**src/rtl/dac_write_arbiter.sv**
```systemverilog
// Arbitrates PID-loop and host DAC codes into two-byte SPI frames.
// Each requester has one pending slot; the host wins ties and frames are separated by a GAP.
module dac_write_arbiter #(
    parameter int          GAP_CYCLES = 50,
    parameter logic [15:0] DAC_INIT   = 16'h9E23
) (
    input  logic        clk50,
    input  logic        reset,
    input  logic        loop_req,
    input  logic [15:0] loop_val,
    input  logic        host_req,
    input  logic [15:0] host_val,
    input  logic        host_override,
    input  logic        spi_tx_ready,
    output logic [7:0]  spi_tx_byte,
    output logic        spi_tx_dv,
    output logic        busy,
    output logic        frame_done,
    output logic [15:0] dac_val_cur,
    output logic [7:0]  drop_cnt,
    output logic [2:0]  dbg_state_o
);

    typedef enum logic [2:0] {IDLE, SEND_HI, WAIT_HI, SEND_LO, WAIT_LO, GAP} state_t;

    localparam int GW = (GAP_CYCLES > 1) ? $clog2(GAP_CYCLES) : 1;
    localparam logic [GW-1:0] GAP_LAST = (GAP_CYCLES > 0) ? GW'(GAP_CYCLES - 1) : '0;

    state_t        state_q, state_d;
    logic [15:0]   frame_q, frame_d;
    logic [7:0]    byte_q, byte_d;
    logic          seen_low_q, seen_low_d;
    logic [GW-1:0] gap_q, gap_d;
    logic [15:0]   dac_q, dac_d;
    logic          done_q, done_d;
    logic [7:0]    drop_q, drop_d;
    logic          host_v_q, host_v_d, loop_v_q, loop_v_d;
    logic [15:0]   host_val_q, host_val_d, loop_val_q, loop_val_d;
    logic          grant_host, grant_loop, loop_drop;

    always_comb begin
        state_d    = state_q;
        frame_d    = frame_q;
        byte_d     = byte_q;
        seen_low_d = seen_low_q;
        gap_d      = gap_q;
        dac_d      = dac_q;
        done_d     = 1'b0;
        spi_tx_dv  = 1'b0;
        grant_host = 1'b0;
        grant_loop = 1'b0;
        case (state_q)
            IDLE: begin
                if (spi_tx_ready) begin
                    if (host_v_q) begin
                        grant_host = 1'b1;
                        frame_d    = host_val_q;
                        byte_d     = host_val_q[15:8];
                        state_d    = SEND_HI;
                    end else if (loop_v_q && !host_override) begin
                        grant_loop = 1'b1;
                        frame_d    = loop_val_q;
                        byte_d     = loop_val_q[15:8];
                        state_d    = SEND_HI;
                    end
                end
            end
            SEND_HI: begin
                // Strobe only while the master is ready; otherwise hold here.
                if (spi_tx_ready) begin
                    spi_tx_dv  = 1'b1;
                    seen_low_d = 1'b0;
                    state_d    = WAIT_HI;
                end
            end
            WAIT_HI: begin
                if (!spi_tx_ready) begin
                    seen_low_d = 1'b1;
                end else if (seen_low_q) begin
                    byte_d  = frame_q[7:0];
                    state_d = SEND_LO;
                end
            end
            SEND_LO: begin
                if (spi_tx_ready) begin
                    spi_tx_dv  = 1'b1;
                    seen_low_d = 1'b0;
                    state_d    = WAIT_LO;
                end
            end
            WAIT_LO: begin
                if (!spi_tx_ready) begin
                    seen_low_d = 1'b1;
                end else if (seen_low_q) begin
                    dac_d   = frame_q;
                    done_d  = 1'b1;
                    gap_d   = '0;
                    state_d = GAP;
                end
            end
            GAP: begin
                if (GAP_CYCLES == 0 || gap_q == GAP_LAST) begin
                    state_d = IDLE;
                end else begin
                    gap_d = gap_q + 1'b1;
                end
            end
            default: state_d = IDLE;
        endcase
    end

    // A strobe in the same cycle its slot is granted is a fresh request, not an overwrite.
    always_comb begin
        host_v_d   = host_v_q & ~grant_host;
        host_val_d = host_val_q;
        if (host_req) begin
            host_v_d   = 1'b1;
            host_val_d = host_val;
        end
        loop_v_d   = loop_v_q & ~grant_loop;
        loop_val_d = loop_val_q;
        if (host_override) begin
            loop_v_d = 1'b0;
        end else if (loop_req) begin
            loop_v_d   = 1'b1;
            loop_val_d = loop_val;
        end
        loop_drop = loop_req && (host_override || (loop_v_q && !grant_loop));
        drop_d    = (loop_drop && drop_q != 8'hFF) ? drop_q + 8'd1 : drop_q;
    end

    always_ff @(posedge clk50) begin
        if (reset) begin
            state_q    <= IDLE;
            frame_q    <= '0;
            byte_q     <= '0;
            seen_low_q <= 1'b0;
            gap_q      <= '0;
            dac_q      <= DAC_INIT;
            done_q     <= 1'b0;
            drop_q     <= '0;
            host_v_q   <= 1'b0;
            host_val_q <= '0;
            loop_v_q   <= 1'b0;
            loop_val_q <= '0;
        end else begin
            state_q    <= state_d;
            frame_q    <= frame_d;
            byte_q     <= byte_d;
            seen_low_q <= seen_low_d;
            gap_q      <= gap_d;
            dac_q      <= dac_d;
            done_q     <= done_d;
            drop_q     <= drop_d;
            host_v_q   <= host_v_d;
            host_val_q <= host_val_d;
            loop_v_q   <= loop_v_d;
            loop_val_q <= loop_val_d;
        end
    end

    assign spi_tx_byte = byte_q;
    assign busy        = (state_q != IDLE);
    assign frame_done  = done_q;
    assign dac_val_cur = dac_q;
    assign drop_cnt    = drop_q;
    assign dbg_state_o = state_q;

endmodule

```
**config.mk**
```make
export PLATFORM = sky130hd
export DESIGN_NAME = dac_write_arbiter
export DESIGN_NICKNAME = d
export VERILOG_FILES = /design/src/rtl/dac_write_arbiter.sv
export SDC_FILE = /design/constraint.sdc
export NUM_CORES = 1
export LEC_CHECK = 0
export BUFFER_PORTS_ARGS = -buffer_cell sky130_fd_sc_hd__buf_2
export CORE_MARGIN = 2
export CORE_UTILIZATION = 40
export DETAILED_ROUTE_END_ITERATION = 10
export PLACE_DENSITY = 0.58
export SYNTH_ARGS = -nofsm -noshare
export SYNTH_HDL_FRONTEND = slang
export SYNTH_SLANG_ARGS = --single-unit
export TNS_END_PERCENT = 30
```
**constraint.sdc**
```tcl
create_clock -name clk50 -period 3.2 [get_ports clk50]
set_input_delay 0.64 -clock clk50 [delete_from_list [all_inputs] [get_ports clk50]]
set_output_delay 0.64 -clock clk50 [all_outputs]
set_load 0.02 [all_outputs]
```
==> results of run 1 <==
[path summary, 6_finish.rpt]
| path | depth (start not counted) | to |
|---|---|---|
| hold / removal | 2 | dac_val_cur[3] |
| hold reg to reg | 2 | dac_val_cur[3] |
| setup / recovery | 4 | drop_cnt[7] |
| setup reg to reg | 4 | drop_cnt[7] |
[report_power, final]
group | internal, mW | leakage [nW] | switching [mW] | total (mW)
Combinational | 0.0948 | 1.05 | 0.124 | 0.219
Clock | 0.364 | 0.0996 | 0.428 | 0.793
Sequential | 1.20 | 0.757 | 0.0307 | 1.23
Total | 1.65 | 1.91 | 0.583 | 2.24
[metrics by stage]
step	cell area, um^2	hold WS (ns)	total power, mW	utilization (%)	cells
2_1_floorplan	3960	0.431	1.41	-	430
3_3_place_gp	4380	0.444	1.47	45.3	613
3_5_place_dp	4380	0.444	1.47	45.3	613
4_1_cts	4580	0.458	2.26	47.3	629
5_1_grt	4580	0.474	2.34	47.3	629
6_report	4580	0.455	2.24	47.3	629
[routing by layer]
metal / global-route usage, % / vias up / share of wire [%]
li1: - / 1592 / -
met1: 20.5 / 1497 / 46
met2: 28.8 / 56 / 50
met3: 3.59 / 6 / 3.3
met4: 4.05 / 0 / 0.86
met5: 0 / - / 0
[worst max-delay path: stages (launching register included)]
cell	delay, ns
sky130_fd_sc_hd__dfxtp_1	0.46
sky130_fd_sc_hd__or4b_4	0.63
sky130_fd_sc_hd__o31ai_4	0.46
sky130_fd_sc_hd__nor4_1	0.14
sky130_fd_sc_hd__mux2_1	0.32
[registers in the layout (all words and copies together), names as in the netlist, 3 cells and up]
signal / count
frame_q: 16
host_val_q: 16
gap_q: 6
drop_cnt: 8
spi_tx_byte: 8
dbg_state_o: 3
dac_val_cur: 16
loop_val_q: 16
[Yosys cell counts, drive strengths merged]
cell | instances | area share [%]
nand2b | 3 | 0.47
o31ai | 4 | 1.1
or4 | 2 | 0.38
a21oi | 31 | 3.9
buf | 7 | 1.7
a211oi | 12 | 3.4
dfxtp | 93 | 47
and2 | 1 | 0.16
nor4bb | 1 | 0.25
o21ba | 1 | 0.41
o21ai | 4 | 0.50
a32oi | 1 | 0.22
o21a | 2 | 0.38
inv | 6 | 0.57
a21o | 1 | 0.19
or4b | 1 | 0.35
mux2i | 42 | 11
o22ai | 1 | 0.16
o311a | 2 | 0.51
xnor2 | 1 | 0.22
and3b | 1 | 0.22
nand4 | 3 | 0.47
nor3 | 1 | 0.13
or2 | 2 | 0.32
nand3b | 1 | 0.19
o211ai | 1 | 0.19
ha | 3 | 0.95
a21boi | 1 | 0.19
mux2 | 16 | 4.6
xor2 | 4 | 0.88
nor2 | 55 | 5.4
nor4 | 2 | 0.32
nor3b | 2 | 0.51
nand2 | 69 | 6.5
o21bai | 1 | 0.19
nand3 | 17 | 2.1
o211a | 1 | 0.25
and3 | 3 | 0.47
nor2b | 6 | 0.95
or3 | 3 | 0.47
clkbuf | 22 | 2.1
[cell usage in the layout, fill, tap and decap left out, drive strengths merged, types with 9 or more instances in the layout]
cell,netlist,layout
buf,7,79
clkbuf,22,9
dfxtp,93,93
a21oi,31,31
nand3,17,17
a211oi,12,12
nand2,69,69
nor2,55,55
mux2,16,16
mux2i,42,42
[kinds of logic after synthesis]
family                     count (synthesis)  share of synthesized area (%)
AOI/OAI and AO/OA                         63                           11.6
xor gates and xnor gates                   5                           1.10
adders and majority gates                  3                          0.947
buffers and inverters                     35                           4.39
DFF                                       93                           47.0
muxes                                     58                           15.2
and+or+nand+nor                          173                           19.7
[cell type report]
type                            instances  area share, %
Clock buffer                            9           2.70
Timing Repair Buffer                   79           8.85
Tap cell                              133           3.63
Clock inverter                          7           1.61
Multi-Input combinational cell        302           42.1
Sequential cell                        93           40.6
Inverter                                6          0.492
==> results.sh, run 1 <==
export IMPL_timing_fmax_mhz=470
export IMPL_clock_root_buffer="sky130_fd_sc_hd__clkbuf_8"
export IMPL_cts_repair_resized=0
export IMPL_critical_path_peak_fanout=15
export IMPL_hp_class="reg2reg"
export IMPL_synth_yosys_seq_area_share_pct=47.0
export IMPL_min_delay_start="dac_val_cur[3]"
export IMPL_cts_repair_timing_setup_buffer_count=0
export IMPL_crit_required_ns=3.45
export IMPL_hold_fix_buffers_at_cts=0
export IMPL_grt_overflow=0
export IMPL_drt_pre_antenna_iters=4
export IMPL_outcome="complete, no violations"
export IMPL_min_period_over_period_pct=66.5
export IMPL_row_count=36
export IMPL_portBuffers=75
export IMPL_cts_tree="done"
export IMPL_synth_distinct_cells=50
export IMPL_area_growth_pct=15.6
export IMPL_multi_input_area_um2=1930
export IMPL_timing_setup_critical_path_class="reg2reg"
export IMPL_maximum_number_of_pins_on_one_net_before_global_route_repair=45
export IMPL_dp_slack_ns=0.850
export IMPL_wire_per_inst_um=13.7
export IMPL_clock_tree_htree_level_count=3
export IMPL_fin_ws_ns=1.07
export IMPL_drc=0
export IMPL_final_setup_skew_ns=0.0111
export IMPL_finalMaxSlewViolations=0
export IMPL_total_clock_buffers_created_by_cts=9
export IMPL_maxCapViolations=0
export IMPL_ys_seq_elements=93
export IMPL_fp_coreArea_um2=9680
export IMPL_timing_setup_tns_ns=0
export IMPL_power_density_nw_per_um2=488
export IMPL_data_arrival_time_of_the_worst_path_ns=2.37
export IMPL_total_i_o_pin_count=76
export IMPL_wirelength_mm=8.59
export IMPL_seq_area_um2=1860
export IMPL_die_area_um2=10700
export IMPL_cp_start_kind="register"
export IMPL_regToRegStartpoint="dbg_state_o[2]"
export IMPL_nature_of_the_critical_path_endpoint="register"
export IMPL_detailedPlacementHpwl_mm=6.05
export IMPL_cts_reportedPaths_clkPinSlew_ns=0.10
export IMPL_gp_congestion=0.814
export IMPL_cts_root_to_sink_buffers=2
export IMPL_tightest_slew_ns=0.749
export IMPL_timing_slew_headroom_pct=49.9
export IMPL_initial_core_utilization_pct=40.9
export IMPL_rsz0062_at_grt="false"
export IMPL_number_of_antenna_violations_at_the_first_check_in_global_routing=0
export IMPL_power_leakage_nw=1.91
export IMPL_final_fill_count=962
export IMPL_die_h_um=104
export IMPL_final_layout_size_suffix_gt1_share_pct=23.8
export IMPL_warning_count_from_the_yosys_run=0
export IMPL_syn_cell_area_um2=3960
export IMPL_insertion_delay_ns=0.35
export IMPL_clock_sinks=93
export IMPL_final_setup_viol_count=0
export IMPL_setup_worst_path_start="dbg_state_o[2]"
export IMPL_antennaDiodeCount=0
export IMPL_mappedNetlistNets=471
export IMPL_final_nets=532
export IMPL_via_count_of_the_first_global_routing_pass=2976
export IMPL_die_width_um=104
export IMPL_detailedRoute_firstIterationViolations=98
export IMPL_routed_via_count=3151
export IMPL_finalHoldViolations=0
export IMPL_avgSynthCellArea_um2=9.22
export IMPL_syn_inst=430
export IMPL_route_antenna_remaining_nets=0
export IMPL_rrSetupSlack_ns=1.07
export IMPL_vias_per_cell=5.01
export IMPL_fin_crit_ns=2.13
export IMPL_grt_use_total_pct=16.4
export IMPL_grt_pass1_wl_mm=14.4
export IMPL_ir_worst_vdd_v=0.000242
Note: power is estimated with default switching activity, not from simulation.
==> inputs of run 2 (changes only) <==
PLACE_DENSITY = 0.6   (was 0.58)
clock period = 1.9 ns   (was 3.2 ns; I/O delays follow)
==> run 2 against run 1 <==
  * Critical path depth is the same
  * Routed wire length grew 0.67%
  * Maximum frequency grew 19%
  * Critical endpoint is now frame_q[10]
==> results.sh, run 2 (same netlist as run 1, synthesis figures left out) <==
export IMPL_outcome="complete, no violations"
export IMPL_rsz0062_at_grt="false"
export IMPL_grt_overflow=0
export IMPL_hold_fix_buffers_at_cts=0
export IMPL_critical_path_peak_fanout=22
export IMPL_maximum_number_of_pins_on_one_net_before_global_route_repair=40
export IMPL_timing_setup_tns_ns=0
export IMPL_min_period_over_period_pct=94.1
export IMPL_dp_cells=626
export IMPL_die_width_um=104
export IMPL_cts_repair_timing_setup_buffer_count=0
export IMPL_rrSetupSlack_ns=0.11
export IMPL_clock_tree_htree_level_count=3
export IMPL_portBuffers=75
export IMPL_via_count_of_the_first_global_routing_pass=3115
export IMPL_timing_setup_critical_path_class="reg2reg"
export IMPL_detailedRoute_firstIterationViolations=141
export IMPL_total_i_o_pin_count=76
export IMPL_final_layout_size_suffix_gt1_share_pct=25.5
export IMPL_total_clock_buffers_created_by_cts=9
export IMPL_tightest_slew_ns=0.539
export IMPL_timing_fmax_mhz=560
export IMPL_hp_class="in2reg"
export IMPL_final_fill_count=953
export IMPL_wire_per_inst_um=13.5
export IMPL_final_setup_viol_count=0
export IMPL_fp_coreArea_um2=9680
export IMPL_finalHoldViolations=0
export IMPL_fin_crit_ns=1.79
export IMPL_nature_of_the_critical_path_endpoint="register"
export IMPL_post_route_util_pct=48.4
export IMPL_clock_root_buffer="sky130_fd_sc_hd__clkbuf_8"
export IMPL_mostFrequentLayoutCell="sky130_fd_sc_hd__dfxtp_1"
export IMPL_wirelength_mm=8.65
export IMPL_drt_pre_antenna_iters=5
export IMPL_die_h_um=104
export IMPL_grt_use_total_pct=16.4
export IMPL_die_area_um2=10700
export IMPL_cts_tree="done"
export IMPL_row_count=36
export IMPL_post_layout_total_power_mw=3.76
export IMPL_final_setup_skew_ns=0.00869
export IMPL_route_antenna_remaining_nets=0
export IMPL_initial_core_utilization_pct=40.9
export IMPL_crit_required_ns=2.14
export IMPL_ir_worst_vdd_v=0.000388
export IMPL_fin_ws_ns=0.113
export IMPL_cts_root_to_sink_buffers=2
export IMPL_vias_per_cell=4.95
export IMPL_final_cell_count_no_fill=642
export IMPL_timing_slew_headroom_pct=63.6
export IMPL_number_of_antenna_violations_at_the_first_check_in_global_routing=0
export IMPL_detailedPlacementHpwl_mm=6.23
export IMPL_gp_congestion=0.819
export IMPL_antennaDiodeCount=0
export IMPL_grt_pass1_wl_mm=14.5
export IMPL_clock_sinks=93
export IMPL_area_growth_pct=18.2
export IMPL_most_common_layout_cells="sky130_fd_sc_hd__dfxtp_1, sky130_fd_sc_hd__buf_2, sky130_fd_sc_hd__nand2_1, sky130_fd_sc_hd__nor2_1, sky130_fd_sc_hd__mux2i_1"
export IMPL_drc=0
export IMPL_insertion_delay_ns=0.36
export IMPL_maxCapViolations=0
export IMPL_cts_repair_resized=0
export IMPL_power_leakage_nw=1.97
export IMPL_data_arrival_time_of_the_worst_path_ns=2.02
export IMPL_final_nets=545
export IMPL_finalMaxSlewViolations=0
export IMPL_routed_via_count=3179
export IMPL_cts_reportedPaths_clkPinSlew_ns=0.09
export IMPL_power_density_nw_per_um2=803
export IMPL_cp_start_kind="register"
export IMPL_dp_slack_ns=0.0368
run 2: cell types whose count changed in the layout (fill, tap and decap cells not counted), sizes merged:
cell | previous run | this run
clkinvlp | 1 | 2
clkbuf | 9 | 10
clkinv | 4 | 3
buf | 79 | 92
inv | 7 | 6
run 2: final timing paths:
kind                                      from       endpoint  depth (start not counted)
worst min register to register   loop_val_q[2]  loop_val_q[2]                          2
worst max register to register  dbg_state_o[2]    frame_q[10]                          4
worst max-delay path            dbg_state_o[2]    frame_q[10]                          4
worst min-delay path               host_val[1]  host_val_q[1]                          3
run 2: stage by stage:
step / area [um^2] / hold WS [ns]
final: 4690 / 0.255
after global routing: 4690 / 0.248
after global placement: 4490 / 0.441
after floorplan: 3960 / 0.431
after CTS: 4690 / 0.242
after detailed placement: 4490 / 0.447
run 2: area by class of cell:
type | instances | area (um^2) | share of cell area [%]
multi-input cells | 302 | 1930 | 41.1
flip-flops and latches | 93 | 1860 | 39.7
repair buffers | 92 | 515 | 11.0
well taps | 133 | 166 | 3.55
clock buffers | 10 | 128 | 2.72
clock inverters | 6 | 63.8 | 1.36
inverters | 6 | 22.5 | 0.481
run 2: critical path, stage by stage (launching register included):
cell	delay (ns)
sky130_fd_sc_hd__dfxtp_1	0.33
sky130_fd_sc_hd__or4b_4	0.58
sky130_fd_sc_hd__o21ba_4	0.46
sky130_fd_sc_hd__mux2i_1	0.23
sky130_fd_sc_hd__nor2_1	0.05
run 2: power breakdown:
part | total (mW) | internal, mW | switching, mW
registers | 2.06 | 2.01 | 0.0423
clock network | 1.30 | 0.607 | 0.696
logic | 0.405 | 0.182 | 0.223
total | 3.76 | 2.80 | 0.962
run 2: layer usage:
layer	vias to the layer above	global-route usage, %	part of all wire, %	wire length (um)
met5	-	0	0	0
met4	0	5.60	1.1	99
met3	9	3.59	3.8	326
met2	53	28.7	49	4260
met1	1493	20.0	46	3970
li1	1624	-	-	-
